$ cat config.mk
export PLATFORM = sky130hd
export DESIGN_NAME = ov7670_frame_capture
export DESIGN_NICKNAME = d
export VERILOG_FILES = /design/src/rtl/ov7670_pkg.sv /design/src/rtl/cam_sync_edge.sv /design/src/rtl/ov7670_frame_capture.sv
export SDC_FILE = /design/constraint.sdc
export NUM_CORES = 1
export LEC_CHECK = 0
export BUFFER_PORTS_ARGS = -buffer_cell sky130_fd_sc_hd__buf_4
export CORE_MARGIN = 10
export CORE_UTILIZATION = 40
export CTS_CLUSTER_SIZE = 28
export DETAILED_ROUTE_END_ITERATION = 6
export SETUP_SLACK_MARGIN = 0.4
export SLEW_MARGIN = 20
export SYNTH_ARGS = -nofsm -noshare
export SYNTH_HDL_FRONTEND = slang
export SYNTH_HIERARCHICAL = 1
export SYNTH_SLANG_ARGS = --single-unit
$ cat constraint.sdc
create_clock -name iclk -period 4 [get_ports iclk]
set_input_delay 0.6 -clock iclk [delete_from_list [all_inputs] [get_ports iclk]]
set_output_delay 0.6 -clock iclk [all_outputs]
set_load 0.005 [all_outputs]
$ cat src/rtl/ov7670_pkg.sv
// Shared camera/frame definitions: capture FSM states, default frame geometry
// and the RGB565 -> RGB888 expansion used by the capture and compression stages.
package ov7670_pkg;

   localparam int unsigned DEF_IM_WIDTH   = 640;
   localparam int unsigned DEF_IM_HEIGHT  = 480;
   localparam int unsigned DEF_OUT_DATA_W = 24;

   typedef enum logic [1:0] {
      IDLE,
      ARM,
      ACTIVE,
      CHECK
   } cap_state_e;

   // Replicate the MSBs into the new LSBs so full-scale stays full-scale.
   function automatic logic [23:0] rgb565_to_888(input logic [15:0] px);
      return {px[15:11], px[15:13], px[10:5], px[10:9], px[4:0], px[4:2]};
   endfunction

endpackage

$ cat src/rtl/cam_sync_edge.sv
// N-stage synchroniser for one asynchronous camera control line, with
// single-cycle rise/fall pulses derived from the synchronised copy.
module cam_sync_edge #(
   parameter int unsigned pSTAGES = 2
) (
   input  logic clk,
   input  logic rst_n,
   input  logic id,
   output logic oq,
   output logic orise,
   output logic ofall
);

   logic [pSTAGES-1:0] sync_q, sync_d;
   logic               prev_q, prev_d;

   always_comb begin
      sync_d = {sync_q[pSTAGES-2:0], id};
      prev_d = sync_q[pSTAGES-1];
   end

   always_ff @(posedge clk or negedge rst_n) begin
      if (!rst_n) begin
         sync_q <= '0;
         prev_q <= 1'b0;
      end else begin
         sync_q <= sync_d;
         prev_q <= prev_d;
      end
   end

   assign oq    = sync_q[pSTAGES-1];
   assign orise =  sync_q[pSTAGES-1] & ~prev_q;
   assign ofall = ~sync_q[pSTAGES-1] &  prev_q;

endmodule

$ cat src/rtl/ov7670_frame_capture.sv
// OV7670 parallel-bus capture: RGB565 byte pairs -> RGB888 pixels written into a
// double-buffered frame memory, publishing each clean frame's base address.
module ov7670_frame_capture
   import ov7670_pkg::*;
#(
   parameter  int unsigned pIM_WIDTH    = DEF_IM_WIDTH,
   parameter  int unsigned pIM_HEIGHT   = DEF_IM_HEIGHT,
   parameter  int unsigned pOUT_DATA_W  = DEF_OUT_DATA_W,
   parameter  int unsigned pSYNC_STAGES = 2,
   localparam int unsigned lpFRAME_PX   = pIM_WIDTH * pIM_HEIGHT,
   localparam int unsigned lpAW         = $clog2(2 * lpFRAME_PX)
) (
   input  logic                   iclk,
   input  logic                   irst_n,
   input  logic                   icam_pclk,
   input  logic                   icam_vsync,
   input  logic                   icam_href,
   input  logic [7:0]             icam_data,
   input  logic                   icapture_en,
   input  logic                   iconsumer_busy,
   output logic [pOUT_DATA_W-1:0] odata_wr,
   output logic [lpAW-1:0]        oaddr_wr,
   output logic                   omem_wr_en,
   output logic [lpAW-1:0]        oframe_ptr,
   output logic                   oframe_done,
   output logic                   oframe_drop,
   output logic                   oframe_err,
   output logic                   obusy
);

   localparam int unsigned lpCW = $clog2(pIM_WIDTH + 1);
   localparam int unsigned lpRW = $clog2(pIM_HEIGHT + 1);
   localparam logic [lpCW-1:0] lpW_C     = lpCW'(pIM_WIDTH);
   localparam logic [lpRW-1:0] lpH_C     = lpRW'(pIM_HEIGHT);
   localparam logic [lpAW-1:0] lpFRAME_A = lpAW'(lpFRAME_PX);

   // Reset asserts asynchronously, deasserts only after two clean iclk edges.
   logic [1:0] rst_sync_q, rst_sync_d;
   logic       rst_n_int;

   always_comb rst_sync_d = {rst_sync_q[0], 1'b1};

   always_ff @(posedge iclk or negedge irst_n) begin
      if (!irst_n) rst_sync_q <= '0;
      else         rst_sync_q <= rst_sync_d;
   end

   assign rst_n_int = rst_sync_q[1];

   logic pclk_lvl, pclk_rise, pclk_fall;
   logic vsync_lvl, vsync_rise, vsync_fall;
   logic href_lvl, href_rise, href_fall;
   logic unused_sync;

   cam_sync_edge #(.pSTAGES(pSYNC_STAGES)) u_sync_pclk (
      .clk(iclk), .rst_n(rst_n_int), .id(icam_pclk),
      .oq(pclk_lvl), .orise(pclk_rise), .ofall(pclk_fall));

   cam_sync_edge #(.pSTAGES(pSYNC_STAGES)) u_sync_vsync (
      .clk(iclk), .rst_n(rst_n_int), .id(icam_vsync),
      .oq(vsync_lvl), .orise(vsync_rise), .ofall(vsync_fall));

   cam_sync_edge #(.pSTAGES(pSYNC_STAGES)) u_sync_href (
      .clk(iclk), .rst_n(rst_n_int), .id(icam_href),
      .oq(href_lvl), .orise(href_rise), .ofall(href_fall));

   assign unused_sync = ^{pclk_lvl, pclk_fall, vsync_lvl, href_rise};

   // Data follows the same depth as pclk so it lines up with the rise pulse.
   logic [pSYNC_STAGES-1:0][7:0] dsync_q, dsync_d;
   logic [7:0]                   data_sync;

   always_comb dsync_d = {dsync_q[pSYNC_STAGES-2:0], icam_data};
   assign data_sync = dsync_q[pSYNC_STAGES-1];

   cap_state_e              state_q, state_d;
   logic                    wsel_q, wsel_d;
   logic [lpAW-1:0]         off_q, off_d;
   logic [lpCW-1:0]         col_q, col_d;
   logic [lpRW-1:0]         row_q, row_d;
   logic                    phase_q, phase_d;
   logic [7:0]              hi_q, hi_d;
   logic                    short_q, short_d;
   logic [pOUT_DATA_W-1:0]  data_q, data_d;
   logic [lpAW-1:0]         addr_q, addr_d;
   logic                    wr_en_q, wr_en_d;
   logic [lpAW-1:0]         ptr_q, ptr_d;
   logic                    done_q, done_d;
   logic                    drop_q, drop_d;
   logic                    err_q, err_d;
   logic                    line_end;

   always_comb begin
      state_d  = state_q;
      wsel_d   = wsel_q;
      off_d    = off_q;
      col_d    = col_q;
      row_d    = row_q;
      phase_d  = phase_q;
      hi_d     = hi_q;
      short_d  = short_q;
      data_d   = data_q;
      addr_d   = addr_q;
      wr_en_d  = 1'b0;
      ptr_d    = ptr_q;
      done_d   = 1'b0;
      drop_d   = 1'b0;
      err_d    = 1'b0;
      // vsync rising with href still high closes the line before the frame.
      line_end = href_fall | (vsync_rise & href_lvl);

      case (state_q)
         IDLE: if (icapture_en) state_d = ARM;
         ARM: begin
            if (vsync_fall) begin
               state_d = ACTIVE;
               off_d   = '0;
               col_d   = '0;
               row_d   = '0;
               phase_d = 1'b0;
               short_d = 1'b0;
            end
         end
         ACTIVE: begin
            if (line_end) begin
               if (col_q < lpW_C && row_q < lpH_C) short_d = 1'b1;
               if (row_q < lpH_C) row_d = row_q + 1'b1;
               col_d   = '0;
               phase_d = 1'b0;
            end else if (pclk_rise && href_lvl) begin
               if (!phase_q) begin
                  hi_d    = data_sync;
                  phase_d = 1'b1;
               end else begin
                  phase_d = 1'b0;
                  if (col_q < lpW_C) begin
                     col_d = col_q + 1'b1;
                     if (row_q < lpH_C) begin
                        wr_en_d = 1'b1;
                        data_d  = pOUT_DATA_W'(rgb565_to_888({hi_q, data_sync}));
                        addr_d  = (wsel_q ? lpFRAME_A : '0) + off_q;
                        off_d   = off_q + 1'b1;
                     end
                  end
               end
            end
            if (vsync_rise) state_d = CHECK;
         end
         CHECK: begin
            if (short_q || row_q < lpH_C) begin
               err_d = 1'b1;
            end else if (iconsumer_busy) begin
               drop_d = 1'b1;
            end else begin
               ptr_d  = wsel_q ? lpFRAME_A : '0;
               wsel_d = ~wsel_q;
               done_d = 1'b1;
            end
            state_d = icapture_en ? ARM : IDLE;
         end
         default: state_d = IDLE;
      endcase
   end

   always_ff @(posedge iclk or negedge rst_n_int) begin
      if (!rst_n_int) begin
         dsync_q <= '0;
         state_q <= IDLE;
         wsel_q  <= 1'b0;
         off_q   <= '0;
         col_q   <= '0;
         row_q   <= '0;
         phase_q <= 1'b0;
         hi_q    <= '0;
         short_q <= 1'b0;
         data_q  <= '0;
         addr_q  <= '0;
         wr_en_q <= 1'b0;
         ptr_q   <= '0;
         done_q  <= 1'b0;
         drop_q  <= 1'b0;
         err_q   <= 1'b0;
      end else begin
         dsync_q <= dsync_d;
         state_q <= state_d;
         wsel_q  <= wsel_d;
         off_q   <= off_d;
         col_q   <= col_d;
         row_q   <= row_d;
         phase_q <= phase_d;
         hi_q    <= hi_d;
         short_q <= short_d;
         data_q  <= data_d;
         addr_q  <= addr_d;
         wr_en_q <= wr_en_d;
         ptr_q   <= ptr_d;
         done_q  <= done_d;
         drop_q  <= drop_d;
         err_q   <= err_d;
      end
   end

   assign odata_wr    = data_q;
   assign oaddr_wr    = addr_q;
   assign omem_wr_en  = wr_en_q;
   assign oframe_ptr  = ptr_q;
   assign oframe_done = done_q;
   assign oframe_drop = drop_q;
   assign oframe_err  = err_q;
   assign obusy       = (state_q == ARM) || (state_q == ACTIVE);

endmodule

==> results of run 1 <==
critical path, cell delays in order, from the launching register on:
cell,delay [ps]
dfrtp_1,370
inv_1,100
ha_1,310
buf_4,250
mux2i_4,590
buf_4,380
nor3_1,70
and3_1,190
a211o_1,220
sequential cells by signal, indices dropped and copies added, names as in the netlist, 8 cells and up:
name       cells
col_q         10
odata_wr      16
row_q          9
dsync_d        8
oaddr_wr      20
data_sync      8
off_q         20
hi_q           8
cell type report:
cell class,instances,area (sq um)
Fill cell,1282,7040
Sequential cell,120,3010
Multi-Input combinational cell,323,2290
Timing Repair Buffer,75,578
Clock buffer,22,464
Tap cell,180,225
Clock inverter,9,125
Inverter,11,41.3
cells in the final DEF, fill, tap and decap left out, types with 6 or more instances in the layout:
master     count
dfrtp_1      119
ha_1          11
conb_1        17
buf_4         73
o21ai_0       14
o211ai_1       9
mux2_2        47
inv_1         11
nand2_1       32
and3_1         8
or3_1          8
nor2_1        13
a21oi_1       22
nor3_1        19
or4_1          7
o31ai_1        6
nand4_1        8
clkbuf_16     17
nand3_1       18
report_power, final:
part | switching (mW) | internal [mW] | leakage (nW)
sequential | 0.0588 | 1.31 | 1.59
clock | 0.527 | 1.00 | 0.286
combinational | 0.397 | 0.228 | 1.29
layer usage:
layer,share of wire,global-route usage,vias to the layer above
met2,0.52,0.222,96
met5,0,0,-
li1,-,-,1886
met3,0.048,0.0304,24
met1,0.41,0.156,2032
met4,0.016,0.0620,0
final timing paths:
kind	start	end	slack [ps]	cells after the start
max	state_q[0]	off_q[2]	1390	8
min in group asynchronous	rst_sync_q[1]	odata_wr[7]	430	1
min	icam_pclk	u_sync_pclk/sync_q[0]	290	1
max in group asynchronous	rst_sync_q[1]	off_q[4]	3130	1
max reg2reg	state_q[0]	off_q[2]	1390	8
min reg2reg	dsync_d[14]	data_sync[6]	340	0
what timing repair did:
item | 4_1_cts | 5_1_grt
buffers inserted | 0 | 0
hold endpoints to repair | 2 | 0
hold buffers | 1 | 0
==> flow_summary.toml, run 1 <==
[status]
status = "complete, no violations"

[power_and_ir_drop]
power_mw = 3.53
peakVddDrop_mv = 0.247
p_per_area_mw_per_mm2 = 523
p_leak_nw = 3.16

[setup_path]
startpoint_type = "flop"
end_kind = "flop"
arrival_ps = 2910
critPathMaxFanout = 24
crit_type = "reg -> reg"
cp.required_ps = 4300

[timing]
hold_slack_ps = 289
worst_pin_slew_ps = 948
finalHoldViolations = 0
grt_setup_unrepaired = "no"
fin_crit_ps = 2610
finalSetupTns_ps = 0
post-route-period-util = 0.652
worst_slack_ps = 1390
setup_viol = 0
slew_viol_final = 0
skew_ps = 7.43
maxSlewHeadroom = 0.362
max_clock_freq_mhz = 384

[detailed_routing]
antenna_left = 0
num_vias = 4038
post_drt_wl_per_cell_microns = 17.0
vias_per_cell = 5.46
drt_pass1_iterations = 5
drt_iter0_drc = 305
drc = 0
wirelength_microns = 12600

[worst_hold_path]
hp-class = "in -> reg"

[die]
die_area_sq_mm = 0.0190
ios = 84
die_x_microns = 138
dieHeight_microns = 138
coreArea_sq_mm = 0.0138
fp-row-count = 43
initial_core_util = 0.404

[finish]
final_core_util = 0.489
design_area_sq_mm = 0.00674
final_cells = 740
layout.nets = 575
area_delta_synth_final_pct = 20.9
diodes = 0
drive_above_1_share = 0.286

[synthesis]
syn-cell-area_sq_mm = 0.00557
synth_cells = 489
syn-mean-instance-area_sq_um = 11.4
yosysWarnings = 6

[grt]
grt_overflow = 0
grt_usage = 0.132
grt_first_pass_wirelength_microns = 20000
grt_pass1_vias = 4029
grt_start_max_net_pins = 119
antenna_found_initial = 0

[clock_network]
insertion_delay_ps = 410
cts_resized = 0
cts_buffers = 17
cts_sinks = 120
clkTransAtPathRegs_ps = 60
h-tree-depth = 4
root_buffer = "clkbuf_16"
cts_tree = "yes"
ctsLongestPathBuffers = 2

[place]
portBuffers = 67
pre_cts_slack_ps = 1400
dpl.hpwl_microns = 8580
dpl.cell_count = 708
gp_congestion = 0.820
post_dp_cell_area_sq_mm = 0.00614

[job]
cap_viol_max_count = 0
Note: power is estimated with default switching activity, not from simulation.
==> run 2, diff against run 1 <==
clock period = 2.2 ns   (was 4 ns; I/O delays follow)
==> run 2 against run 1 <==
Net effect:
- fmax rose by 38%
- core utilization rose by 11 points
- via count rose by 11%
- combinational power rose to 3.4 times the previous value
- sequential cell count did not move
- hold slack got worse by 270 ps
- global-route usage rose by 1.1 points
- clock skew rose by 3.0 ps
- register-to-register slack got worse by 1100 ps
- routed wire length rose by 12%
- cell area rose by 22%
- critical path type unchanged
==> flow_summary.toml, run 2 (synthesized netlist as in run 1, its figures left out) <==
[detailed_routing]
num_vias = 4471
drt_pass1_iterations = 5
antenna_left = 0
vias_per_cell = 5.36
post_drt_wl_per_cell_microns = 16.9
drt_iter0_drc = 335
wirelength_microns = 14100
drc = 0

[finish]
ff_latch_area_sq_mm = 0.00302
drive_above_1_share = 0.486
final_common_cell = "buf_4"
diodes = 0
final_cell_mix = "buf_4 (127), dfrtp_1 (112), nand2_1 (32), mux2_4 (32), clkbuf_16 (20)"
multi_input_area_sq_mm = 0.00280
fill_cells = 1084
area_delta_synth_final_pct = 47.2
final_core_util = 0.595
layout.nets = 668

[worst_hold_path]
min_from = "icam_data[1]"
min_path_cells = 1
hp-class = "in -> reg"

[power_and_ir_drop]
p_comb_frac = 0.288
pwr-share-clk = 0.373
swShare = 0.296
p_seq_frac = 0.339
p_leak_nw = 3.73
peakVddDrop_mv = 0.576
p_per_area_mw_per_mm2 = 903
p_switching_mw = 2.19
intPower_mw = 5.21

[die]
coreArea_sq_mm = 0.0138
die_x_microns = 138
die_area_sq_mm = 0.0190
ios = 84
initial_core_util = 0.404
dieHeight_microns = 138
fp-row-count = 43

[timing]
finalHoldViolations = 0
skew_ps = 10.4
maxSlewHeadroom = 0.640
worst_slack_ps = 306
post-route-period-util = 0.861
worst_pin_slew_ps = 535
fin_crit_ps = 1890
slew_viol_final = 0
setup_viol = 0
finalSetupTns_ps = 0
grt_setup_unrepaired = "yes"
max_clock_freq_mhz = 528

[setup_path]
cp.required_ps = 2550
crit_path_start = "state_q[1]"
r2r_start = "state_q[1]"
arrival_ps = 2240
path_depth = 6
end_kind = "flop"
crit_type = "reg -> reg"
path_delay_family = "compound AO/OA/AOI/OAI gates"
r2r_slack_ps = 310
path_cells = "buf_6, ha_4, buf_6, a2111o_1, or4_1, a21oi_2"
slowest_delay_ps = 430
startpoint_type = "flop"
critPathMaxFanout = 5
cpMaxStageDelayCell = "or4_1"
reg2regPathDepth = 6
critPathMostFrequentCell = "buf_6"
worst-path-buf-inv = 2

[grt]
grt_first_pass_wirelength_microns = 21600
antenna_found_initial = 0
grt_pass1_vias = 4437
grt_usage = 0.143
grt_start_max_net_pins = 71
grt_overflow = 0

[clock_network]
h-tree-depth = 4
root_buffer = "clkbuf_16"
cts_buffers = 17
cts_sinks = 120
ctsLongestPathBuffers = 2
insertion_delay_ps = 420
cts_tree = "yes"
clkTransAtPathRegs_ps = 60

[place]
dpl.hpwl_microns = 8850
gp_congestion = 0.846
portBuffers = 67
pre_cts_slack_ps = 54.7

[job]
cap_viol_max_count = 0

[status]
status = "complete, no violations"
==> run 2: timing repair <==
| item | 4_1_cts | 5_1_grt |
|---|---|---|
| gates resized for setup | 41 | 84 |
| hold endpoints to repair | 8 | 1 |
| hold buffers | 7 | 1 |
| cloned | 1 | 5 |
| pin swaps | 15 | 31 |
| endpoints found under the setup margin | 82 | 85 |
| setup buffers | 33 | 25 |
==> run 2: worst reg2reg max path, cell delays in order (launching register included) <==
cell and delay [ps]:
dfrtp_1 400, buf_6 130, ha_4 180, buf_6 140, a2111o_1 410, or4_1 430, a21oi_2 140
==> run 2: layer usage <==
| layer | GRT usage | share of wire | up-vias |
|---|---|---|---|
| met4 | 0.0620 | 0.017 | 0 |
| met5 | 0 | 0 | - |
| met3 | 0.0420 | 0.055 | 21 |
| met2 | 0.238 | 0.51 | 118 |
| li1 | - | - | 2073 |
| met1 | 0.168 | 0.42 | 2259 |
==> run 2: final cells by class <==
type / count / share of cell area
flip-flops and latches: 120 / 0.368
well taps: 180 / 0.0275
clock inverters: 13 / 0.0179
inverters: 11 / 0.00534
repair buffers: 168 / 0.186
multi-input cells: 323 / 0.342
clock buffers: 19 / 0.0540
==> run 2: stage by stage <==
step	total power [mW]	hold WS, ps	cells	cell area [sq um]
finish	7.40	19.2	834	8200
global route	7.74	7.15	834	8200
CTS	6.87	2.61	803	7580
detailed placement	3.77	114	730	6460
global placement	3.74	114	730	6460
floorplan	3.36	34.4	504	5820
==> run 2: path summary, 6_finish.rpt <==
check,endpoint
setup reg to reg,row_q[7]
hold reg to reg,u_sync_pclk/sync_q[0]
setup / recovery,row_q[7]
hold / removal,dsync_d[9]
max in group asynchronous,off_q[18]
min in group asynchronous,rst_sync_q[1]
==> run 2: power groups by stage <==
| stage | combinational (mW) | sequential [mW] | clock [mW] |
|---|---|---|---|
| after floorplan | 0.824 | 2.53 | 0 |
| after global placement | 1.21 | 2.53 | 0 |
| after detailed placement | 1.24 | 2.54 | 0 |
| after CTS | 1.55 | 2.50 | 2.82 |
| after global routing | 2.29 | 2.53 | 2.93 |
| final | 2.14 | 2.51 | 2.76 |
==> run 3, diff against run 2 <==
CTS_BUF_LIST = sky130_fd_sc_hd__clkbuf_8   (was unset)
TNS_END_PERCENT = 5   (was unset)
==> run 3 against run 2 <==
Net effect:
- sequential share of layout area is 4.8 points higher
- clock power fell by 38%
- core utilization is 7.0 points lower
- sequential power hardly changed
- global-route usage decreased by 0.27 points
- fmax fell by 3.8%
- via count is 4.8% lower
- first-iteration DRC count decreased by 19%
- cell count fell by 4.8%
- non-clock buffer count decreased by 37
- routed wire length fell by 3.5%
- critical endpoint unchanged
- largest cell class unchanged
==> flow_summary.toml, run 3 (synthesized netlist as in run 1, its figures left out) <==
[detailed_routing]
antenna_left = 0
num_vias = 4258
wirelength_microns = 13600
post_drt_wl_per_cell_microns = 17.1
drc = 0
vias_per_cell = 5.36
drt_pass1_iterations = 5
drt_iter0_drc = 272

[finish]
final_cell_mix = "dfrtp_1 (116), buf_4 (106), mux2_2 (47)"
fill_cells = 1219
layout.nets = 631
design_area_sq_mm = 0.00724
ff_latch_area_sq_mm = 0.00301
drive_above_1_share = 0.381
final_common_cell = "dfrtp_1"
multi_input_area_sq_mm = 0.00245
diodes = 0
area_delta_synth_final_pct = 29.9
final_core_util = 0.525

[power_and_ir_drop]
pwr-share-clk = 0.285
peakVddDrop_mv = 0.403
intPower_mw = 4.11
swShare = 0.309
p_leak_nw = 3.39
p_seq_frac = 0.422
p_per_area_mw_per_mm2 = 821
p_switching_mw = 1.84
p_comb_frac = 0.292

[timing]
fin_crit_ps = 1970
hold_slack_ps = 186
finalSetupTns_ps = 0
slew_viol_final = 0
setup_viol = 0
grt_setup_unrepaired = "yes"
worst_pin_slew_ps = 532
post-route-period-util = 0.895
maxSlewHeadroom = 0.645
max_clock_freq_mhz = 508
finalHoldViolations = 0
skew_ps = 11.4

[die]
coreArea_sq_mm = 0.0138
fp-row-count = 43
dieHeight_microns = 138
ios = 84
initial_core_util = 0.404
die_area_sq_mm = 0.0190
die_x_microns = 138

[setup_path]
crit_type = "reg -> reg"
crit_path_end = "row_q[7]"
path_depth = 6
r2r-end = "row_q[7]"
r2r_start = "state_q[1]"
crit_path_start = "state_q[1]"
critPathMaxFanout = 5
path_cells = "buf_12, ha_4, buf_4, a2111o_1, or4_4, a21oi_2"
cp.required_ps = 2560
worst-path-buf-inv = 2
path_delay_family = "compound AO/OA/AOI/OAI gates"
startpoint_type = "flop"
cpMaxStageDelayCell = "dfrtp_2"
reg2regPathDepth = 6
arrival_ps = 2330
r2r_slack_ps = 230
end_kind = "flop"
slowest_delay_ps = 440

[grt]
met2_usage = 0.235
grt_overflow = 0
grt_pass1_vias = 4180
grt_first_pass_wirelength_microns = 21100
grt_use_met3 = 0.0391
grt_usage = 0.140
grt_start_max_net_pins = 44
grt_busiest_layer = "met2"
grt_use_met1 = 0.170
antenna_found_initial = 0

[status]
status = "complete, no violations"

[place]
gp_congestion = 0.858
portBuffers = 67
post_dp_cell_area_sq_mm = 0.00632
dpl.hpwl_microns = 8610

[worst_hold_path]
hp-class = "in -> reg"
min_from = "iconsumer_busy"

[clock_network]
cts_buffers = 17
insertion_delay_ps = 440
ctsLongestPathBuffers = 2
cts_tree = "yes"
h-tree-depth = 4
cts_sinks = 120
root_buffer = "clkbuf_8"
clkTransAtPathRegs_ps = 60

[job]
cap_viol_max_count = 0
run 3: through the flow:
| stage | power (mW) | worst slack, ps | std cells |
|---|---|---|---|
| 6_report | 5.94 | 232 | 794 |
| 5_1_grt | 6.25 | 159 | 794 |
| 4_1_cts | 5.81 | 244 | 780 |
| 3_5_place_dp | 3.77 | 16.5 | 726 |
| 3_3_place_gp | 3.72 | 65.7 | 726 |
| 2_1_floorplan | 3.30 | 202 | 504 |
run 3: area by class of cell:
cell class              instances  area share
repair buffers                131       0.162
inverters                      11     0.00623
clock inverters                 7     0.00450
well taps                     180      0.0311
multi-input cells             323       0.338
flip-flops and latches        120       0.416
clock buffers                  22      0.0418
run 3: how the worst min path moves through the flow:
| stage | slack [ps] | depth (start not counted) | end |
|---|---|---|---|
| final | 190 | 2 | oframe_drop |
| after global routing | 180 | 2 | rst_sync_q[1] |
| after CTS | 160 | 2 | oframe_drop |
| after detailed placement | 110 | 1 | rst_sync_q[0] |
| after global placement | 110 | 1 | rst_sync_q[0] |
| after floorplan | 30 | 0 | rst_sync_q[0] |
run 3: worst reg2reg max path: stages (launching register included):
cell and delay (ps):
dfrtp_2 440, buf_12 140, ha_4 180, buf_4 160, a2111o_1 430, or4_4 440
a21oi_2 130
run 3: repair_timing:
| item | in CTS | in global routing |
|---|---|---|
| hold endpoints to repair | 13 | 0 |
| buffers inserted | 11 | 12 |
| hold buffers | 12 | 0 |
| resized for setup | 27 | 20 |
| endpoints found under the setup margin | 85 | 86 |
| pin swaps | 8 | 7 |
| cloned | 2 | 2 |
run 3: layer usage:
| layer | vias to the layer above | wire, microns |
|---|---|---|
| met5 | - | 0 |
| met3 | 12 | 702 |
| met2 | 116 | 7180 |
| met4 | 0 | 187 |
| met1 | 2133 | 5510 |
| li1 | 1997 | - |
run 3: power groups by stage:
| stage | registers, mW | logic, mW | clock network, mW |
|---|---|---|---|
| after floorplan | 2.53 | 0.778 | 0 |
| after global placement | 2.53 | 1.20 | 0 |
| after detailed placement | 2.54 | 1.23 | 0 |
| after CTS | 2.51 | 1.56 | 1.75 |
| after global routing | 2.53 | 1.86 | 1.86 |
| final | 2.51 | 1.74 | 1.70 |
